## config.mk

```make
export PLATFORM = sky130hd
export DESIGN_NAME = i2c_result_target
export DESIGN_NICKNAME = d
export VERILOG_FILES = /design/src/rtl/i2c_result_target.sv
export SDC_FILE = /design/constraint.sdc
export NUM_CORES = 1
export LEC_CHECK = 0
export CAP_MARGIN = 20
export CORE_ASPECT_RATIO = 0.7
export CORE_UTILIZATION = 30
export DETAILED_ROUTE_END_ITERATION = 7
export GPL_ROUTABILITY_DRIVEN = 0
export RECOVER_POWER = 25
export SYNTH_ARGS = -nofsm -noshare
export SYNTH_HDL_FRONTEND = slang
export SYNTH_SLANG_ARGS = --single-unit
```

## constraint.sdc

```tcl
create_clock -name clock -period 2.55 [get_ports clock]
set_clock_uncertainty 0.05 [all_clocks]
set_input_delay 0.765 -clock clock [delete_from_list [all_inputs] [get_ports clock]]
set_output_delay 0.765 -clock clock [all_outputs]
set_load 0.1 [all_outputs]
```

## src/rtl/i2c_result_target.sv

```systemverilog
// I2C target exposing the configuration byte and four BCD lag measurements
// (current, minimum, maximum, average) to an external host, plus one
// host-writable scratch register.
//
// Ports:
//   clock        system clock (same domain as the measurement logic)
//   reset        asynchronous active-low reset
//   scl_in       raw SCL pad level
//   sda_in       raw SDA pad level
//   sda_oe       1 pulls SDA low (pad is sda_oe ? 0 : z)
//   config_data  current configuration byte
//   bcd_*        20-bit BCD measurements
//   scratch      host-writable register (pointer 0x0E)
//   busy         high from an accepted START until STOP
module i2c_result_target #(
    parameter logic [6:0]  ADDRESS    = 7'h3A,
    parameter logic [7:0]  DEVICE_ID  = 8'hA5,
    parameter int unsigned FILTER_LEN = 4
) (
    input  logic        clock,
    input  logic        reset,
    input  logic        scl_in,
    input  logic        sda_in,
    output logic        sda_oe,
    input  logic [7:0]  config_data,
    input  logic [19:0] bcd_current,
    input  logic [19:0] bcd_minimum,
    input  logic [19:0] bcd_maximum,
    input  logic [19:0] bcd_average,
    output logic [7:0]  scratch,
    output logic        busy
);

    localparam logic [3:0] FiltMax = 4'(FILTER_LEN - 1);

    typedef enum logic [2:0] {
        StIdle, StAddr, StAddrAck, StWrByte, StWrAck, StRdByte, StRdAck, StIgnore
    } state_e;

    // Input conditioning, index 0 = SCL, index 1 = SDA.
    logic [1:0] sync1_q, sync2_q, filt_q, filt_d, prev_q;
    logic [3:0] cnt_q [2];
    logic [3:0] cnt_d [2];

    always_comb begin
        for (int i = 0; i < 2; i++) begin
            filt_d[i] = filt_q[i];
            cnt_d[i]  = '0;
            if (sync2_q[i] != filt_q[i]) begin
                if (cnt_q[i] == FiltMax) filt_d[i] = sync2_q[i];
                else                     cnt_d[i]  = cnt_q[i] + 4'd1;
            end
        end
    end

    always_ff @(posedge clock or negedge reset) begin
        if (!reset) begin
            sync1_q  <= '1;
            sync2_q  <= '1;
            filt_q   <= '1;
            prev_q   <= '1;
            cnt_q[0] <= '0;
            cnt_q[1] <= '0;
        end else begin
            sync1_q <= {sda_in, scl_in};
            sync2_q <= sync1_q;
            filt_q  <= filt_d;
            prev_q  <= filt_q;
            cnt_q   <= cnt_d;
        end
    end

    logic scl_rise, scl_fall, sda_lvl, start_det, stop_det;
    assign scl_rise  = filt_q[0] & ~prev_q[0];
    assign scl_fall  = ~filt_q[0] & prev_q[0];
    assign sda_lvl   = filt_q[1];
    // SDA edges are qualified with the SCL level of the previous cycle.
    assign start_det = ~filt_q[1] & prev_q[1] & prev_q[0];
    assign stop_det  = filt_q[1] & ~prev_q[1] & prev_q[0];

    state_e      state_q, state_d;
    logic [3:0]  bit_cnt_q, bit_cnt_d;
    logic [7:0]  shift_q, shift_d, pointer_q, pointer_d, scratch_q, scratch_d;
    logic        rw_q, rw_d, first_q, first_d, sda_oe_q, sda_oe_d, busy_q, busy_d;
    logic        snap_en;
    logic [7:0]  cfg_sh_q;
    logic [19:0] cur_sh_q, min_sh_q, max_sh_q, avg_sh_q;
    logic [7:0]  rd_byte;
    logic [2:0]  bit_idx;

    always_comb begin
        unique case (pointer_q)
            8'h00:   rd_byte = DEVICE_ID;
            8'h01:   rd_byte = cfg_sh_q;
            8'h02:   rd_byte = {4'h0, cur_sh_q[19:16]};
            8'h03:   rd_byte = cur_sh_q[15:8];
            8'h04:   rd_byte = cur_sh_q[7:0];
            8'h05:   rd_byte = {4'h0, min_sh_q[19:16]};
            8'h06:   rd_byte = min_sh_q[15:8];
            8'h07:   rd_byte = min_sh_q[7:0];
            8'h08:   rd_byte = {4'h0, max_sh_q[19:16]};
            8'h09:   rd_byte = max_sh_q[15:8];
            8'h0A:   rd_byte = max_sh_q[7:0];
            8'h0B:   rd_byte = {4'h0, avg_sh_q[19:16]};
            8'h0C:   rd_byte = avg_sh_q[15:8];
            8'h0D:   rd_byte = avg_sh_q[7:0];
            8'h0E:   rd_byte = scratch_q;
            default: rd_byte = 8'h00;
        endcase
    end

    always_comb begin
        state_d   = state_q;
        bit_cnt_d = bit_cnt_q;
        shift_d   = shift_q;
        pointer_d = pointer_q;
        scratch_d = scratch_q;
        rw_d      = rw_q;
        first_d   = first_q;
        sda_oe_d  = sda_oe_q;
        busy_d    = busy_q;
        snap_en   = 1'b0;
        bit_idx   = 3'(4'd7 - bit_cnt_q);

        if (start_det) begin
            state_d   = StAddr;
            bit_cnt_d = '0;
            sda_oe_d  = 1'b0;
            busy_d    = 1'b1;
        end else if (stop_det) begin
            state_d  = StIdle;
            sda_oe_d = 1'b0;
            busy_d   = 1'b0;
        end else begin
            unique case (state_q)
                StIdle: ;
                StAddr, StWrByte: begin
                    if (scl_rise && bit_cnt_q < 4'd8) begin
                        shift_d   = {shift_q[6:0], sda_lvl};
                        bit_cnt_d = bit_cnt_q + 4'd1;
                    end else if (scl_fall && bit_cnt_q == 4'd8) begin
                        bit_cnt_d = '0;
                        if (state_q == StAddr) begin
                            if (shift_q[7:1] == ADDRESS) begin
                                state_d  = StAddrAck;
                                sda_oe_d = 1'b1;
                                rw_d     = shift_q[0];
                                snap_en  = shift_q[0];
                            end else begin
                                state_d = StIgnore;
                            end
                        end else begin
                            state_d  = StWrAck;
                            sda_oe_d = 1'b1;
                            if (first_q) begin
                                pointer_d = shift_q;
                                first_d   = 1'b0;
                            end else begin
                                if (pointer_q == 8'h0E) scratch_d = shift_q;
                                pointer_d = pointer_q + 8'd1;
                            end
                        end
                    end
                end
                StAddrAck: begin
                    if (scl_fall) begin
                        bit_cnt_d = '0;
                        if (rw_q) begin
                            state_d  = StRdByte;
                            sda_oe_d = ~rd_byte[7];
                        end else begin
                            state_d  = StWrByte;
                            sda_oe_d = 1'b0;
                            first_d  = 1'b1;
                        end
                    end
                end
                StWrAck: begin
                    if (scl_fall) begin
                        state_d  = StWrByte;
                        sda_oe_d = 1'b0;
                    end
                end
                StRdByte: begin
                    if (scl_rise && bit_cnt_q < 4'd8) begin
                        bit_cnt_d = bit_cnt_q + 4'd1;
                    end else if (scl_fall) begin
                        if (bit_cnt_q == 4'd8) begin
                            state_d   = StRdAck;
                            sda_oe_d  = 1'b0;
                            bit_cnt_d = '0;
                            pointer_d = pointer_q + 8'd1;
                        end else begin
                            sda_oe_d = ~rd_byte[bit_idx];
                        end
                    end
                end
                StRdAck: begin
                    // bit_cnt 9 marks a host ACK seen on this clock's rise.
                    if (scl_rise) begin
                        if (sda_lvl) state_d   = StIgnore;
                        else         bit_cnt_d = 4'd9;
                    end else if (scl_fall && bit_cnt_q == 4'd9) begin
                        state_d   = StRdByte;
                        bit_cnt_d = '0;
                        sda_oe_d  = ~rd_byte[7];
                    end
                end
                StIgnore: sda_oe_d = 1'b0;
                default:  state_d = StIdle;
            endcase
        end
    end

    always_ff @(posedge clock or negedge reset) begin
        if (!reset) begin
            state_q   <= StIdle;
            bit_cnt_q <= '0;
            shift_q   <= '0;
            pointer_q <= '0;
            scratch_q <= '0;
            rw_q      <= 1'b0;
            first_q   <= 1'b0;
            sda_oe_q  <= 1'b0;
            busy_q    <= 1'b0;
        end else begin
            state_q   <= state_d;
            bit_cnt_q <= bit_cnt_d;
            shift_q   <= shift_d;
            pointer_q <= pointer_d;
            scratch_q <= scratch_d;
            rw_q      <= rw_d;
            first_q   <= first_d;
            sda_oe_q  <= sda_oe_d;
            busy_q    <= busy_d;
        end
    end

    // Shadow copies keep a multi-byte read coherent.
    always_ff @(posedge clock or negedge reset) begin
        if (!reset) begin
            cfg_sh_q <= '0;
            cur_sh_q <= '0;
            min_sh_q <= '0;
            max_sh_q <= '0;
            avg_sh_q <= '0;
        end else if (snap_en) begin
            cfg_sh_q <= config_data;
            cur_sh_q <= bcd_current;
            min_sh_q <= bcd_minimum;
            max_sh_q <= bcd_maximum;
            avg_sh_q <= bcd_average;
        end
    end

    assign sda_oe  = sda_oe_q;
    assign scratch = scratch_q;
    assign busy    = busy_q;

endmodule

```

==> Implementation_results.wiki <==
{| class="wikitable"
! Metric !! Value
|-
| Outcome || finished with violations
|-
| Failing checks || capacitance limit, slew limit
|-
| Slew Limit Headroom || -4.974%
|-
| Most frequently used flop master after synthesis || sky130_fd_sc_hd__dfrtp_1
|-
| Aggregate global-route resource usage || 16.23%
|-
| Cell Rows || 45
|-
| Biggest area contributors in the synthesized netlist || sky130_fd_sc_hd__dfrtp_1 (48%), sky130_fd_sc_hd__mux2_2 (17%), sky130_fd_sc_hd__dfstp_2 (3.1%), sky130_fd_sc_hd__nand2_1 (2.2%), sky130_fd_sc_hd__a21oi_1 (2.2%)
|-
| Shortest clock period the worst path allows after layout || about 2.4 ns
|-
| Total of buffers placed on input and output ports || roughly 100
|-
| Worst path setup slack after routing || 0.1307 ns
|-
| H-tree depth || 4
|-
| Synthesized netlist cell count || around 590
|-
| Number of slew-limit violations in the final report || 24
|-
| Maxcap violations || 1
|-
| Post-cts hold buffer count || 0
|-
| Type of the worst min-delay path || flop to flop
|-
| Final-layout fill cell count || 2100
|-
| Via count of the first global-routing pass || 5214
|-
| Worst slack at placement || 0.01351 ns
|-
| Count of different cell masters after synthesis || 66
|-
| Type of destination of the critical path || flop
|-
| Die Footprint || about 24000 sq um
|-
| Top cell types by occurrence after synthesis || sky130_fd_sc_hd__dfrtp_1 (131), sky130_fd_sc_hd__mux2_2 (101), sky130_fd_sc_hd__nand2_1 (41), sky130_fd_sc_hd__a21oi_1 (30), sky130_fd_sc_hd__o21ai_0 (30)
|-
| Total wirelength of the detailed-routed design || 18280 um
|-
| RSZ-0062 raised after global routing || false
|-
| Fraction of synthesized cell area taken by the top area cell type || 47.57%
|-
| WL per Instance || around 18 um
|-
| Share of the clock period used by the worst path after layout || 94.88%
|-
| Worst-skew pair later-pin latency || between 0.4 and 0.5 ns
|-
| Violation count after the first detailed-routing iteration || between 400 and 500
|-
| Antenna violations before repair || 0
|-
| Chip width || about 180 um
|-
| Number of sinks driven by the clock tree || 139
|-
| HPWL reported at the end of detailed placement || approximately 13000 um
|-
| Final core utilization || 40.60%
|-
| Final count of hold timing violations || 0
|-
| Most common cell in the netlist || sky130_fd_sc_hd__dfrtp_1
|-
| Power density over the cells || 751.6 nW/um^2
|-
| Number of flip-flops and latches in the synthesized netlist || around 140
|-
| Total number of nets in the final design || 809
|-
| Arrival time at the worst endpoint || approximately 2.7 ns
|-
| Req. time, crit path || 2.80 ns
|-
| Average instance area after synthesis || 11.60 sq um
|-
| Netlist area before placement || 6892 sq um
|-
| Proportion of layout cells with a drive suffix above 1 || 28.12%
|-
| Detail Route Antenna Nets || 0
|-
| VDD IR max || a little under 0.5 mV
|-
| Global-route wire length before repair || about 30000 um
|-
| TritonCTS clock tree || built
|-
| Global route overflow || 0
|-
| Max Buffers Root-to-Sink || 2
|-
| Mean number of vias per cell || 5.050
|-
| Critical path fanouts, max || 27
|-
| Clock buffers created by TritonCTS || 17
|-
| Buffer type at the clock tree root || sky130_fd_sc_hd__clkbuf_16
|-
| Count of boundary I/O pins || approximately 100
|-
| Count of final setup violators || 0
|-
| Placed Cells || slightly below 1000
|-
| Clock transition time at the flip-flop clock pins of the worst setup and hold paths || 0.06 ns
|-
| Antenna fix cells || 0
|-
| Detailed-route DRC error count || 0
|-
| Slew @ Worst Pin || 1.575 ns
|-
| Placeable Area || 22070 sq um
|-
| Cell taking the most area after synthesis || sky130_fd_sc_hd__dfrtp_1
|-
| Non-filler instance count after layout || 1027
|-
| Total number of yosys warnings || 0
|-
| Count of flip-flops with a built-in enable after synthesis || 0
|-
| List of cells traversed by the critical path || nor4b_4 > nand3_2 > nor4_4 > nand2_4 > buf_4 > mux2_4
|-
| Timing-limited maximum frequency || 413.3 MHz
|-
| Register area share after synthesis || between 50 and 60%
|-
| Kind of start point of the critical path || flop
|-
| Detailed-route via count || 5186
|-
| Largest net degree at the start of global routing || 63
|-
| Detailed-router iteration count before antenna repair || 5
|-
| Fin Setup TNS || 0 ns
|-
| Leak Pwr || approximately 3.7 nW
|-
| Largest stage delay, worst path || 0.53 ns
|-
| Startpoint-to-endpoint class of the critical path || flop to flop
|-
| Initial standard-cell utilization of the core || 31.22%
|-
| Relative area change from synthesis to final layout || 30.03%
|-
| Syn Nets || 694
|-
| Overall Power || 0.006735 W
|-
| Die H || between 100 and 150 um
|-
| Post-synthesis async set-or-reset flop share || 100.0%
|-
| Cell with the largest stage delay on the worst path || sky130_fd_sc_hd__nor4b_4
|}
-- where the power goes --
group / internal [W] / leakage, nW / switching, W
Sequential: 0.00245 / 1.69 / 0.000220
Clock: 0.00138 / 0.285 / 0.00105
Combinational: 0.000711 / 1.75 / 0.000933
Total: 0.00454 / 3.73 / 0.00220
-- state kept, by name (all words and copies together), names as in the netlist --
| signal | cells |
|---|---|
| avg_sh_q | 20 |
| cur_sh_q | 20 |
| max_sh_q | 20 |
| min_sh_q | 20 |
| cfg_sh_q | 8 |
| cnt_q | 8 |
| pointer_q | 8 |
| scratch | 8 |
| shift_q | 8 |
| bit_cnt_q | 4 |
| state_q | 3 |
| filt_q | 2 |
| prev_q | 2 |
| sync1_q | 2 |
| sync2_q | 2 |
| busy | 1 |
| first_q | 1 |
| rw_q | 1 |
| sda_oe | 1 |
-- worst max-delay path, delay by kind of cell, from the launching register on --
kind | cells | cell delay, ns
DFF | 1 | 0.49
and+or+nand+nor | 4 | 1.15
muxes | 1 | 0.34
buffers and inverters | 1 | 0.26
-- placed cells by master (no fill, tap or decap), drive strengths merged, types with 3 or more instances in the layout --
cell type      count
dfrtp            131
mux2             110
clkdlybuf4s50     89
nand2             42
buf               40
o21ai             31
a21oi             30
nand3             22
clkbuf            19
inv               19
nor2              18
mux2i             13
nand2b            12
nor3              12
a211oi            11
a22oi             10
o22ai              8
ha                 8
dfstp              8
nor2b              7
a221oi             6
a31oi              6
clkinv             6
nor3b              5
nand4              5
nor4               4
xor2               3
nand4b             3
o31ai              3
-- layout make-up --
| cell class | count | area (sq um) | area share [%] |
|---|---|---|---|
| multi-input cells | 407 | 3206 | 35.77 |
| inverters | 12 | 45.04 | 0.5027 |
| clock inverters | 15 | 155.1 | 1.731 |
| flip-flops and latches | 139 | 3490 | 38.94 |
| clock buffers | 17 | 425.4 | 4.747 |
| well taps | 305 | 381.6 | 4.259 |
| repair buffers | 132 | 1259 | 14.05 |
-- timing repair --
action / 4_1_cts / 5_1_grt
buffers inserted: 0 / 0
resized for setup: 1 / 2
setup endpoints to repair: 1 / 7
-- metrics by stage --
stage	hold slack (ns)	cell area (sq um)
global placement	0.2966	8382
floorplan	0.2952	6892
global route	0.3095	8961
CTS	0.1522	8969
finish	0.3069	8961
detailed placement	0.2982	8382
-- layer usage --
layer | global-route usage (%) | part of all wire (%) | vias up | wire length (um)
li1 | - | - | 2433 | -
met1 | 25.17 | 51 | 2543 | 9383
met2 | 21.49 | 40 | 200 | 7256
met3 | 4.557 | 8.2 | 10 | 1506
met4 | 4.461 | 0.73 | 0 | 134
met5 | 0 | 0 | - | 0
-- final timing paths --
check,to,start,slack (ns),cells past startpoint
worst max-delay path,cur_sh_q[12],bit_cnt_q[1],0.13,6
max in group asynchronous,min_sh_q[12],reset,0.75,2
worst max register to register,cur_sh_q[12],bit_cnt_q[1],0.13,6
worst min register to register,sync2_q[1],sync1_q[1],0.31,0
min in group asynchronous,cnt_q[5],reset,0.68,1
worst min-delay path,sync2_q[1],sync1_q[1],0.31,0
-- cells by family after synthesis --
family | Yosys count | share of synthesized area (%)
flip-flops | 139 | 50.62
XOR/XNOR | 5 | 0.6356
AO/OA/AOI/OAI | 127 | 12.00
AND/OR/NAND/NOR | 143 | 11.55
multiplexers | 124 | 20.68
buffers and inverters | 48 | 3.068
adder cells (fa/ha/maj) | 8 | 1.452
Power figures use the tool's default switching activity.
